File: src/rtl/riscv_lsu.sv
// riscv_lsu: load/store unit between the core's decoded memory requests and a
// word-organised data memory. Stores are lane-replicated with byte enables;
// loads are lane-selected and sign/zero-extended into core_rd_o.
// FSM: IDLE -> ACCESS -> RESP -> IDLE.
// Optional build macro: LSU_MISALIGN_TRAP_EN. When it is defined, misaligned
// H/HU/W requests raise lsu_fault_o. When it is undefined, the low address
// bits are masked and only an illegal size raises lsu_fault_o.
//
// Handshake: mem_req_o acts as a valid. Once raised it holds, and every mem_*
// output stays stable, until mem_ready_i is sampled high in an ACCESS cycle.
// The access completes on that edge. mem_ready_i is ignored in all other states.
module riscv_lsu #(
  parameter int ADDR_W = 32,
  parameter int DATA_W = 32
) (
  input  logic              clk_i,
  input  logic              rst_i,
  input  logic              core_req_i,
  input  logic              core_we_i,
  input  logic [2:0]        core_size_i,
  input  logic [ADDR_W-1:0] core_addr_i,
  input  logic [DATA_W-1:0] core_wd_i,
  output logic [DATA_W-1:0] core_rd_o,
  output logic              core_stall_req_o,
  output logic              lsu_fault_o,
  output logic              mem_req_o,
  output logic              mem_we_o,
  output logic [3:0]        mem_be_o,
  output logic [ADDR_W-1:0] mem_addr_o,
  output logic [DATA_W-1:0] mem_wd_o,
  input  logic [DATA_W-1:0] mem_rd_i,
  input  logic              mem_ready_i
);

  localparam logic [1:0] S_IDLE   = 2'd0;
  localparam logic [1:0] S_ACCESS = 2'd1;
  localparam logic [1:0] S_RESP   = 2'd2;

  logic [1:0]        state_q,    state_d;
  logic [2:0]        size_q,     size_d;
  logic [1:0]        off_q,      off_d;
  logic              mem_req_q,  mem_req_d;
  logic              mem_we_q,   mem_we_d;
  logic [3:0]        mem_be_q,   mem_be_d;
  logic [ADDR_W-1:0] mem_addr_q, mem_addr_d;
  logic [DATA_W-1:0] mem_wd_q,   mem_wd_d;
  logic [DATA_W-1:0] core_rd_q,  core_rd_d;

  logic              size_legal;
  logic              is_h;
  logic              is_w;
  logic              misaligned;
  logic              req_ok;
  logic [1:0]        req_off;
  logic [3:0]        req_be;
  logic [DATA_W-1:0] req_wd;
  logic [7:0]        ld_byte;
  logic [15:0]       ld_half;
  logic [DATA_W-1:0] ld_ext;

  // Decode the incoming request: legality, effective lane offset, enables, data.
  always_comb begin
    size_legal = (core_size_i == 3'd0) || (core_size_i == 3'd1) ||
                 (core_size_i == 3'd2) || (core_size_i == 3'd4) ||
                 (core_size_i == 3'd5);
    is_h = (core_size_i[1:0] == 2'd1);
    is_w = (core_size_i == 3'd2);
`ifdef LSU_MISALIGN_TRAP_EN
    misaligned = (is_h && core_addr_i[0]) || (is_w && (core_addr_i[1:0] != 2'b00));
`else
    misaligned = 1'b0;
`endif
    req_ok = core_req_i && size_legal && !misaligned;
    // Masking the offset is a no-op for aligned requests and implements the
    // non-trapping behaviour for misaligned ones.
    if (is_w) begin
      req_off = 2'b00;
      req_be  = 4'b1111;
      req_wd  = core_wd_i;
    end else if (is_h) begin
      req_off = {core_addr_i[1], 1'b0};
      req_be  = 4'b0011 << req_off;
      req_wd  = {2{core_wd_i[15:0]}};
    end else begin
      req_off = core_addr_i[1:0];
      req_be  = 4'b0001 << req_off;
      req_wd  = {4{core_wd_i[7:0]}};
    end
  end

  // Select the addressed lane of the returned word and extend it per size.
  always_comb begin
    case (off_q)
      2'd0:    ld_byte = mem_rd_i[7:0];
      2'd1:    ld_byte = mem_rd_i[15:8];
      2'd2:    ld_byte = mem_rd_i[23:16];
      default: ld_byte = mem_rd_i[31:24];
    endcase
    ld_half = off_q[1] ? mem_rd_i[31:16] : mem_rd_i[15:0];
    case (size_q[1:0])
      2'd0:    ld_ext = {{24{!size_q[2] && ld_byte[7]}}, ld_byte};
      2'd1:    ld_ext = {{16{!size_q[2] && ld_half[15]}}, ld_half};
      default: ld_ext = mem_rd_i;
    endcase
  end

  // Next-state logic for the FSM and the registered memory-side outputs.
  always_comb begin
    state_d    = state_q;
    size_d     = size_q;
    off_d      = off_q;
    mem_req_d  = mem_req_q;
    mem_we_d   = mem_we_q;
    mem_be_d   = mem_be_q;
    mem_addr_d = mem_addr_q;
    mem_wd_d   = mem_wd_q;
    core_rd_d  = core_rd_q;
    case (state_q)
      S_IDLE: begin
        if (req_ok) begin
          state_d    = S_ACCESS;
          size_d     = core_size_i;
          off_d      = req_off;
          mem_req_d  = 1'b1;
          mem_we_d   = core_we_i;
          mem_be_d   = req_be;
          mem_addr_d = {core_addr_i[ADDR_W-1:2], 2'b00};
          mem_wd_d   = req_wd;
        end
      end
      S_ACCESS: begin
        if (mem_ready_i) begin
          state_d   = S_RESP;
          mem_req_d = 1'b0;
          if (!mem_we_q) core_rd_d = ld_ext;
        end
      end
      S_RESP:  state_d = S_IDLE;
      default: state_d = S_IDLE;
    endcase
  end

  // State and output registers with synchronous reset.
  always_ff @(posedge clk_i) begin
    if (rst_i) begin
      state_q    <= S_IDLE;
      size_q     <= 3'd0;
      off_q      <= 2'd0;
      mem_req_q  <= 1'b0;
      mem_we_q   <= 1'b0;
      mem_be_q   <= 4'd0;
      mem_addr_q <= '0;
      mem_wd_q   <= '0;
      core_rd_q  <= '0;
    end else begin
      state_q    <= state_d;
      size_q     <= size_d;
      off_q      <= off_d;
      mem_req_q  <= mem_req_d;
      mem_we_q   <= mem_we_d;
      mem_be_q   <= mem_be_d;
      mem_addr_q <= mem_addr_d;
      mem_wd_q   <= mem_wd_d;
      core_rd_q  <= core_rd_d;
    end
  end

  // Stall covers the accepted request cycle and every ACCESS cycle.
  // A fault is flagged only for a rejected request seen in IDLE.
  always_comb begin
    core_stall_req_o = ((state_q == S_IDLE) && req_ok) || (state_q == S_ACCESS);
    lsu_fault_o      = (state_q == S_IDLE) && core_req_i && !req_ok;
  end

  assign core_rd_o  = core_rd_q;
  assign mem_req_o  = mem_req_q;
  assign mem_we_o   = mem_we_q;
  assign mem_be_o   = mem_be_q;
  assign mem_addr_o = mem_addr_q;
  assign mem_wd_o   = mem_wd_q;

endmodule
File: config.mk
export PLATFORM = sky130hd
export DESIGN_NAME = riscv_lsu
export DESIGN_NICKNAME = d
export VERILOG_FILES = /design/src/rtl/riscv_lsu.sv
export SDC_FILE = /design/constraint.sdc
export NUM_CORES = 1
export LEC_CHECK = 0
export ABC_AREA = 1
export CAP_MARGIN = 20
export CELL_PAD_IN_SITES_DETAIL_PLACEMENT = 1
export CELL_PAD_IN_SITES_GLOBAL_PLACEMENT = 2
export CORE_MARGIN = 8
export CORE_UTILIZATION = 32
export CTS_CLUSTER_DIAMETER = 30
export CTS_CLUSTER_SIZE = 28
export DETAILED_ROUTE_END_ITERATION = 12
export DONT_BUFFER_PORTS = 1
export GPL_TIMING_DRIVEN = 0
export MAX_ROUTING_LAYER = met4
export PLACE_DENSITY = 0.75
export RECOVER_POWER = 50
export SLEW_MARGIN = 30
export SYNTH_ARGS = -nofsm -noshare
export SYNTH_HDL_FRONTEND = slang
export SYNTH_SLANG_ARGS = --single-unit
File: constraint.sdc
create_clock -name clk_i -period 1.61 [get_ports clk_i]
set_input_delay 0.322 -clock clk_i [delete_from_list [all_inputs] [get_ports clk_i]]
set_output_delay 0.322 -clock clk_i [all_outputs]
set_load 0.005 [all_outputs]
==> results.json <==
{
  "outcome": "finished, final reports clean",
  "flow.area_growth_from_synthesis_pct": 13.9,
  "timing.fmax_ghz": 0.623,
  "netSwitchingFraction_pct": 28.8,
  "grt.overflow.total": 0,
  "clkSlewWorstSetupHoldPaths_ns": 0.08,
  "final_layout_size_suffix_gt1_share_pct": 11.2,
  "seq_area_frac_synth_pct": 44.6,
  "drt_first_iter_violations": 177,
  "gp_routability_congestion": 0.850,
  "width_of_the_chip_microns": 139,
  "internal-power_mw": 4.59,
  "grt.total_usage_pct": 18.9,
  "antenna_found_initial": 0,
  "setup.worst_path.end_class": "output port",
  "slowest_delay_ns": 0.33,
  "path_cells": "nor2_2 > nand2_2 > nor2_4 > inv_6 > buf_8 > o21ai_4",
  "post_synth_num_cell_types": 29,
  "comb_power_share_pct": 13.4,
  "cp_num_buf_inv": 2,
  "netlist_area_sq_um": 4810,
  "category_of_the_critical_setup_timing_path": "reg2out",
  "clock_sink_count": 107,
  "static-leakage-power_nw": 2.48,
  "critical_path_peak_fanout": 4,
  "cts-root-to-sink-buffers": 2,
  "grt_first_pass_wirelength_mm": 28.3,
  "ys.warnings.count": 0,
  "wirelength_mm": 18.2,
  "worst-endpoint-arrival_ns": 1.28,
  "timing_max_transition_violations_final": 0,
  "num_vias": 4616,
  "power.clock.fraction_pct": 39.8,
  "rsz0062_at_grt": "yes",
  "cp_data_required_time_ns": 1.29,
  "final_cell_area_sq_um": 5480,
  "rows": 45,
  "maxCapViolations": 0,
  "num-fill-cells": 1857,
  "cts.hold.buffers_added": 0,
  "detail_route.wl_per_cell_microns": 20.2,
  "period_share_pct": 99.7,
  "min-delay-path-class": "in2reg",
  "die_h_microns": 139,
  "number_of_port_buffers": 0,
  "slew_headroom_pct": 63.8,
  "final_net_count": 811,
  "layout_commonest_cell": "sky130_fd_sc_hd__nor2_1",
  "insertedDiodeCount": 0,
  "powerDensity_nw_per_um2": 1180,
  "vias_in_the_first_global_route": 5020,
  "grt_max_degree": 20,
  "drtPass1Iterations": 4,
  "boundaryPins": 208,
  "place_hpwl_mm": 14.5,
  "ctsRootBufferMaster": "sky130_fd_sc_hd__clkbuf_16",
  "route.antenna.remaining_nets": 0,
  "viasPerCell": 5.13,
  "ys_ff_latch": 107,
  "insertion_delay_ns": 0.35,
  "initial_utilization_pct": 32.2,
  "path_delay_family": "simple AND/OR/NAND/NOR gates",
  "tritoncts_clock_tree": "built",
  "synthTopCellsByArea": "sky130_fd_sc_hd__dfxtp_1 45%, sky130_fd_sc_hd__nor2_1 9.9%, sky130_fd_sc_hd__a21oi_1 9.7%, sky130_fd_sc_hd__nand2_1 9.7%, sky130_fd_sc_hd__o21ai_0 7.6%",
  "peakVddDrop_mv": 0.742,
  "seqPwrFrac_pct": 46.8,
  "post_synth.cell_area_avg_sq_um": 6.98,
  "fin_crit_ns": 1.61,
  "timing.clock.skew_ns": 0.00746,
  "finalHoldViolCount": 0,
  "most-common-layout-cells": "127 x sky130_fd_sc_hd__nor2_1, 124 x sky130_fd_sc_hd__nand2_1, 105 x sky130_fd_sc_hd__dfxtp_1",
  "route.detailed.drc": 0,
  "clock_tree.htree_level_count": 3,
  "synthCells": 689,
  "worstSetupStartpointType": "flop",
  "tightest_slew_ns": 0.543,
  "core_area_sq_um": 14900,
  "timing.final.setup_violations": 0,
  "tritoncts_buffer_count": 9,
  "synth_top_area_cell": "sky130_fd_sc_hd__dfxtp_1",
  "yosys.area.top_type_share_pct": 44.6,
  "power_mw": 6.45,
  "netSwitchingPower_mw": 1.86,
  "design.die.area_sq_um": 19200,
  "critical-path-slowest-cell": "sky130_fd_sc_hd__dfxtp_2",
  "detailed_place.area_sq_um": 5050
}
## metal layers
layer	up-vias	GRT usage, %	share of wire, %
li1	2266	-	-
met2	143	32.3	49
met1	2191	18.9	38
met4	0	5.55	1.6
met3	16	8.77	10
met5	-	-	0
## kinds of logic (layout without fill, tap and decap cells)
kind of cell           Yosys count  count (layout)  share of synthesized area, %
buffers and inverters           95             117                          9.73
AO/OA/AOI/OAI                  199             199                          21.4
other                            1               2                        0.0780
AND/OR/NAND/NOR                287             287                          24.2
flip-flops                     107             107                          44.6
## flip-flops by register name (all words and copies together), names as in the netlist
name / cells
state_q: 2
off_q: 2
mem_be_o: 4
mem_we_o: 1
mem_wd_o: 32
size_q: 3
core_rd_o: 32
mem_addr_o: 30
mem_req_o: 1
## cell type report
| cell class | instances | area (sq um) | area share (%) |
|---|---|---|---|
| plain buffers | 46 | 280 | 5.12 |
| inverters | 48 | 188 | 3.43 |
| flip-flops and latches | 107 | 2140 | 39.2 |
| clock inverters | 6 | 105 | 1.92 |
| well taps | 188 | 235 | 4.30 |
| repair buffers | 7 | 52.6 | 0.960 |
| multi-input cells | 488 | 2230 | 40.8 |
| clock buffers | 10 | 239 | 4.36 |
## worst reg2reg max path, delay by kind of cell (launching register included)
family	cells	cell delay, ns
buffers and inverters	3	0.45
AND/OR/NAND/NOR	3	0.38
flip-flops	1	0.33
AO/OA/AOI/OAI	2	0.25
## power by group through the flow
stage / logic, mW / registers, mW / clock network (mW)
finish: 0.865 / 3.01 / 2.57
global route: 0.994 / 3.04 / 2.72
CTS: 0.866 / 3.02 / 2.64
detailed placement: 0.846 / 3.08 / 0
global placement: 0.811 / 3.08 / 0
floorplan: 0.633 / 3.01 / 0
## stage by stage
step | setup slack (ns) | TNS [ns] | std cells | hold WS [ns] | util, %
after floorplan | 0.220 | 0 | 690 | 0.453 | -
after global placement | -0.0227 | -0.0227 | 878 | 0.460 | 33.8
after detailed placement | -0.0571 | -0.0571 | 878 | 0.467 | 33.8
after CTS | -0.0436 | -0.0436 | 897 | 0.0887 | 36.4
after global routing | -0.0504 | -0.0504 | 900 | 0.103 | 36.7
final | 0.00482 | 0 | 900 | 0.104 | 36.7
## Yosys cell counts (all sizes together)
| cell | n |
|---|---|
| buf | 32 |
| nand3 | 23 |
| nor2 | 133 |
| nand4 | 1 |
| nand3b | 1 |
| dfxtp | 107 |
| a21oi | 95 |
| or2 | 1 |
| a31oi | 2 |
| conb | 1 |
| clkbuf | 15 |
| o21ai | 93 |
| o21a | 1 |
| o211ai | 7 |
| nor3 | 1 |
| nand2 | 127 |
| inv | 47 |
| a211oi | 1 |
| clkinv | 1 |
## what timing repair did
item,CTS,global route
setup buffers,4,3
gates resized for setup,9,7
pin swaps,3,3
setup endpoints to repair,2,29
## worst paths after layout
check,start,end,slack (ns),depth (start not counted)
worst max-delay path,state_q[1],core_stall_req_o,0.005,6
worst min-delay path,core_addr_i[6],mem_addr_o[6],0.10,2
worst max register to register,state_q[1],mem_wd_o[26],0.09,8
worst min register to register,core_rd_o[5],core_rd_o[5],0.50,2
(Power assumes the default switching activity.)
